===== src/rtl/ysyx_24090013_defs.sv =====
// Shared definitions for the instruction fetch unit: state encoding,
// fault codes, bus response code and the bubble instruction.
package ysyx_24090013_defs;

  typedef enum logic [2:0] {
    IFU_IDLE  = 3'd0,
    IFU_AR    = 3'd1,
    IFU_R     = 3'd2,
    IFU_OUT   = 3'd3,
    IFU_DRAIN = 3'd4
  } ifu_state_e;

  localparam logic [1:0]  FAULT_OK       = 2'b00;
  localparam logic [1:0]  FAULT_BUS      = 2'b01;
  localparam logic [1:0]  FAULT_MISALIGN = 2'b10;

  localparam logic [1:0]  RESP_OKAY      = 2'b00;

  localparam logic [31:0] NOP_INST       = 32'h0000_0013;

endpackage


===== src/rtl/ysyx_24090013_RegAN.sv =====
// Generic enable register with asynchronous active-low reset.
module ysyx_24090013_RegAN #(
  parameter int               WIDTH     = 1,
  parameter logic [WIDTH-1:0] RESET_VAL = '0
) (
  input  logic             clk,
  input  logic             rst_n,
  input  logic             i_en,
  input  logic [WIDTH-1:0] i_d,
  output logic [WIDTH-1:0] o_q
);

  logic [WIDTH-1:0] r_q;

  always_ff @(posedge clk or negedge rst_n) begin
    if (!rst_n)    r_q <= RESET_VAL;
    else if (i_en) r_q <= i_d;
  end

  assign o_q = r_q;

endmodule


===== src/rtl/ysyx_24090013_ifu.sv =====
// Instruction fetch unit: one PC in, one single-beat AR/R read, one
// {pc, inst, fault} bundle out to ID; EX flush discards in-flight work.
//
// state     | meaning
// IFU_IDLE  | waiting for a PC from the PC stage
// IFU_AR    | read address presented, waiting for arready
// IFU_R     | waiting for read data
// IFU_OUT   | bundle presented to ID
// IFU_DRAIN | fetch killed, swallowing the outstanding read response
module ysyx_24090013_ifu #(
  parameter int                ADDR_W   = 32,
  parameter int                INST_W   = 32,
  parameter logic [INST_W-1:0] NOP_INST = INST_W'(ysyx_24090013_defs::NOP_INST)
) (
  input  logic              clk,
  input  logic              rst,
  input  logic              pc_valid,
  input  logic [ADDR_W-1:0] pc_addr,
  output logic              pc_ready,
  input  logic              flush,
  output logic              mem_arvalid,
  output logic [ADDR_W-1:0] mem_araddr,
  input  logic              mem_arready,
  input  logic              mem_rvalid,
  input  logic [INST_W-1:0] mem_rdata,
  input  logic [1:0]        mem_rresp,
  output logic              mem_rready,
  output logic              id_valid,
  output logic [ADDR_W-1:0] id_pc,
  output logic [INST_W-1:0] id_inst,
  output logic [1:0]        id_fault,
  input  logic              id_ready,
  output logic [31:0]       fetch_cnt
);

  import ysyx_24090013_defs::*;

  ifu_state_e        r_state;
  ifu_state_e        w_next;
  logic              r_kill;
  logic [31:0]       r_fetch_cnt;

  logic              w_pc_ready;
  logic              w_pc_fire;
  logic              w_misalign;
  logic              w_r_take;
  logic              w_inst_en;
  logic [INST_W-1:0] w_inst_d;
  logic [1:0]        w_fault_d;
  logic [ADDR_W-1:0] w_pc_q;
  logic [INST_W-1:0] w_inst_q;
  logic [1:0]        w_fault_q;

  assign w_misalign = (pc_addr[1:0] != 2'b00);

  always_comb begin
    w_next     = r_state;
    w_pc_ready = 1'b0;
    case (r_state)
      IFU_IDLE: w_pc_ready = !flush;
      IFU_OUT:  w_pc_ready = !flush && id_ready;
      default:  w_pc_ready = 1'b0;
    endcase
    // pc_ready is combinational from flush, so gate it explicitly while in reset
    w_pc_ready = w_pc_ready && rst;
    w_pc_fire  = pc_valid && w_pc_ready;

    case (r_state)
      IFU_IDLE: begin
        if (w_pc_fire) w_next = w_misalign ? IFU_OUT : IFU_AR;
      end
      IFU_AR: begin
        if (mem_arready) w_next = (r_kill || flush) ? IFU_DRAIN : IFU_R;
      end
      IFU_R: begin
        if (mem_rvalid) w_next = flush ? IFU_IDLE : IFU_OUT;
        else if (flush) w_next = IFU_DRAIN;
      end
      IFU_DRAIN: begin
        if (mem_rvalid) w_next = IFU_IDLE;
      end
      IFU_OUT: begin
        if (flush)         w_next = IFU_IDLE;
        else if (id_ready) w_next = w_pc_fire ? (w_misalign ? IFU_OUT : IFU_AR) : IFU_IDLE;
      end
      default: w_next = IFU_IDLE;
    endcase
  end

  assign w_r_take  = (r_state == IFU_R) && mem_rvalid && !flush;
  assign w_inst_en = w_pc_fire || w_r_take;

  always_comb begin
    w_inst_d  = NOP_INST;
    w_fault_d = FAULT_OK;
    if (w_pc_fire) begin
      w_fault_d = w_misalign ? FAULT_MISALIGN : FAULT_OK;
    end else if (mem_rresp == RESP_OKAY) begin
      w_inst_d  = mem_rdata;
    end else begin
      w_fault_d = FAULT_BUS;
    end
  end

  always_ff @(posedge clk or negedge rst) begin
    if (!rst) r_state <= IFU_IDLE;
    else      r_state <= w_next;
  end

  always_ff @(posedge clk or negedge rst) begin
    if (!rst)                               r_kill <= 1'b0;
    else if (w_next == IFU_IDLE)            r_kill <= 1'b0;
    else if ((r_state == IFU_AR) && flush)  r_kill <= 1'b1;
  end

  always_ff @(posedge clk or negedge rst) begin
    if (!rst)                     r_fetch_cnt <= 32'd0;
    else if (id_valid && id_ready) r_fetch_cnt <= r_fetch_cnt + 32'd1;
  end

  ysyx_24090013_RegAN #(.WIDTH(ADDR_W), .RESET_VAL(ADDR_W'(0))) u_pc_q (
    .clk   (clk),
    .rst_n (rst),
    .i_en  (w_pc_fire),
    .i_d   (pc_addr),
    .o_q   (w_pc_q)
  );

  ysyx_24090013_RegAN #(.WIDTH(INST_W), .RESET_VAL(NOP_INST)) u_inst_q (
    .clk   (clk),
    .rst_n (rst),
    .i_en  (w_inst_en),
    .i_d   (w_inst_d),
    .o_q   (w_inst_q)
  );

  ysyx_24090013_RegAN #(.WIDTH(2), .RESET_VAL(FAULT_OK)) u_fault_q (
    .clk   (clk),
    .rst_n (rst),
    .i_en  (w_inst_en),
    .i_d   (w_fault_d),
    .o_q   (w_fault_q)
  );

  assign pc_ready    = w_pc_ready;
  assign mem_arvalid = (r_state == IFU_AR);
  assign mem_araddr  = w_pc_q;
  assign mem_rready  = (r_state == IFU_R) || (r_state == IFU_DRAIN);
  assign id_valid    = (r_state == IFU_OUT) && !flush;
  assign id_pc       = w_pc_q;
  assign id_inst     = w_inst_q;
  assign id_fault    = w_fault_q;
  assign fetch_cnt   = r_fetch_cnt;

endmodule


===== config.mk =====
export PLATFORM = sky130hd
export DESIGN_NAME = ysyx_24090013_ifu
export DESIGN_NICKNAME = d
export VERILOG_FILES = /design/src/rtl/ysyx_24090013_defs.sv /design/src/rtl/ysyx_24090013_RegAN.sv /design/src/rtl/ysyx_24090013_ifu.sv
export SDC_FILE = /design/constraint.sdc
export NUM_CORES = 1
export LEC_CHECK = 0
export BUFFER_PORTS_ARGS = -buffer_cell sky130_fd_sc_hd__buf_2
export CAP_MARGIN = 40
export CORE_UTILIZATION = 30
export CTS_BUF_LIST = sky130_fd_sc_hd__clkbuf_4
export DETAILED_ROUTE_END_ITERATION = 8
export PLACE_DENSITY_LB_ADDON = 0.2
export SYNTH_ARGS = -nofsm -noshare
export SYNTH_HDL_FRONTEND = slang
export SYNTH_HIERARCHICAL = 1
export SYNTH_SLANG_ARGS = --single-unit
export TNS_END_PERCENT = 5

===== constraint.sdc =====
create_clock -name clk -period 2.4 [get_ports clk]
set_input_delay 0.48 -clock clk [delete_from_list [all_inputs] [get_ports clk]]
set_output_delay 0.48 -clock clk [all_outputs]
set_load 0.01 [all_outputs]

==> flow_metrics.env <==
export IMPL_drc=0
export IMPL_clock_latency_ns=0.47
export IMPL_cp_end_kind="output pin"
export IMPL_design_area_um2=6231
export IMPL_critPathMaxStageDelay_ns=0.51
export IMPL_cts_tree="done"
export IMPL_r2r_start="r_state[2]"
export IMPL_power_per_cell_area_nw_per_um2=983.0
export IMPL_netlist_instances=376
export IMPL_clockBufferDepth=2
export IMPL_ir_worst_vdd_uv=372.7
export IMPL_drt_pass1_iterations=5
export IMPL_crit_fanout=8
export IMPL_gp_congestion=0.7943
export IMPL_critical_path_class="flop to output pin"
export IMPL_ys_seq_elements=102
export IMPL_hpwl_um=8755
export IMPL_p_leak_nw=3.339
export IMPL_viasPerCell=4.440
export IMPL_grt_pass1_vias=3468
export IMPL_setup_viol=0
export IMPL_chipHeight_um=132.5
export IMPL_drtIter0Drc=113
export IMPL_drive_gt1_share_pct=57.27
export IMPL_portBuffers=206
export IMPL_numCtsBuffers=9
export IMPL_num_vias=3454
export IMPL_postLayoutCoreUtil_pct=37.57
export IMPL_fin_crit_ns=2.225
export IMPL_syn_area_um2=5110
export IMPL_grt_pass1_wl_um=18830
export IMPL_die_area_um2=17560
export IMPL_grt_usage_pct=13.66
export IMPL_cts_hold_buf=0
export IMPL_synth_cell_type_count=48
export IMPL_cp_required_ns=1.92
export IMPL_ys_warn_count=6
export IMPL_cp_startpoint="r_state[2]"
export IMPL_drv_cap=0
export IMPL_initial_utilization_pct=30.81
export IMPL_slew_viol_final=0
export IMPL_ys_flop_type="dfrtp_1"
export IMPL_synth_edf_count=0
export IMPL_synthArstFlopShare_pct=100.0
export IMPL_rsz0062_at_grt="no"
export IMPL_grt_max_degree=56
export IMPL_ios=207
export IMPL_hold_class="input port to asynchronous set/reset pin"
export IMPL_cp_start_kind="flop"
export IMPL_die_w_um=132.5
export IMPL_core_um2=16580
export IMPL_wirelength_um=11780
export IMPL_rows=47
export IMPL_ctsRootBufferMaster="clkbuf_4"
export IMPL_place_area_um2=6072
export IMPL_synth_nets=450
export IMPL_setup_tns_ns=0
export IMPL_endpoint="pc_ready"
export IMPL_ant_nets=0
export IMPL_cts_resized=0
export IMPL_critPathSlowestCell="dfrtp_1"
export IMPL_clk_pin_slew_ns=0.16
export IMPL_cts_setup_buffers=0
export IMPL_hold_viol=0
export IMPL_r2r_end="u_inst_q/o_q[29]"
export IMPL_rrSetupSlack_ns=0.34
export IMPL_grt_overflow=0
export IMPL_slew_headroom_pct=53.89
export IMPL_area_growth_pct=21.94
export IMPL_htreeDepth=3
export IMPL_reg2reg_depth=6
export IMPL_path_cells="nor2_1 -> buf_4 -> o211a_1 -> buf_2"
export IMPL_fin_nets=626
export IMPL_worstMarginPinSlew_ns=0.6916
export IMPL_syn_avg_cell_area_um2=13.59
export IMPL_antenna_found_initial=1
export IMPL_seq_area_frac_synth_pct=50.02
export IMPL_wire_per_inst_um=15.14
export IMPL_finalClockSkew_ns=0.01161
export IMPL_final_period_utilization_pct=92.72
export IMPL_outcome="finished clean"
export IMPL_fmax_ghz=0.4494
export IMPL_cts_sinks=102
export IMPL_cp_arrival_ns=1.75
-- stage by stage --
stage	std cells	hold slack, ns	setup WS [ns]	power [W]
global route	778	0.1280	0.05413	0.006511
detailed placement	761	0.4620	0.2226	0.005206
finish	778	0.1174	0.1747	0.006125
CTS	777	0.1166	0.1178	0.006234
floorplan	376	0.1844	0.4516	0.004518
global placement	761	0.4527	0.3055	0.005176
-- layout make-up --
cell class	count	area, µm²
repair buffers	215	1126
clock inverters	7	88.84
well taps	220	275.3
multi-input cells	220	2100
clock buffers	9	67.56
inverters	4	15.01
fillers	1702	10350
flip-flops and latches	102	2556
diodes	1	2.502
-- flip-flops by register name, summed over array words and instances (netlist names) --
register       cells
fetch_cnt         32
u_inst_q/o_q      32
u_pc_q/o_q        32
r_state            3
u_fault_q/o_q      2
r_kill             1
-- routing by layer --
metal  track usage [%]  vias up  share of wire [%]
met4             4.662        0                1.6
met1             16.82     1679                 44
met3             4.176        9                5.6
li1                  -     1640                  -
met2             22.66      126                 48
met5                 0        -                  0
-- critical path: cells and delay by family, from the launching register on --
kind / cells / cell delay (ns)
simple gates: 1 / 0.29
flops: 1 / 0.51
buf+inv: 2 / 0.31
compound gates: 1 / 0.18
-- synthesized netlist by cell type, types with 5 or more instances --
cell	count	area share [%]
nand3_1	7	0.69
nor3_1	5	0.49
and3_1	34	4.2
xor2_1	7	1.2
nand2_1	14	1.0
clkbuf_1	5	0.37
and4_1	7	1.2
dfrtp_1	99	48
mux2_4	60	18
xnor2_1	23	3.9
nand4_1	12	1.5
mux2_2	7	1.5
nor2_1	8	0.59
buf_4	33	4.8
buf_12	6	2.4
-- report_power, final --
part | total [W] | switching (W) | internal, W
clock network | 0.000987 | 0.000571 | 0.000416
logic | 0.00249 | 0.00113 | 0.00137
registers | 0.00264 | 0.000383 | 0.00226
-- logic make-up after synthesis --
| family | count (synthesis) | synth area share [%] |
|---|---|---|
| AOI/OAI and AO/OA | 11 | 2.278 |
| adders and majority gates | 1 | 0.2448 |
| DFF | 102 | 50.02 |
| buffers and inverters | 54 | 8.937 |
| xor gates and xnor gates | 31 | 5.460 |
| and+or+nand+nor | 110 | 13.88 |
| muxes | 67 | 19.17 |
-- placed cells by master, fill, tap and decap left out, drive strengths merged, types with 2 or more instances in the layout --
cell    Yosys  layout
nor3        6       6
and4        9       9
nand4      13      13
mux2       67      67
dfrtp      99      99
nor2        8       8
nor4        3       3
clkinv      0       4
bufinv      0       2
nand2b      3       3
and2        4       4
a21oi       2       2
buf        44     215
and3       36      36
inv         4       4
dfstp       3       3
and4bb      2       2
xor2        8       8
clkbuf      6       9
xnor2      23      23
nand2      16      16
nand3       7       7
-- worst min path at each step --
stage	from	slack (ns)	end
floorplan	rst	0.18	fetch_cnt[0]
global placement	fetch_cnt[31]	0.45	fetch_cnt[31]
detailed placement	fetch_cnt[31]	0.46	fetch_cnt[31]
CTS	rst	0.12	u_inst_q/o_q[25]
global route	rst	0.13	u_pc_q/o_q[0]
finish	rst	0.12	u_pc_q/o_q[1]
Note: power is estimated with default switching activity, not from simulation.
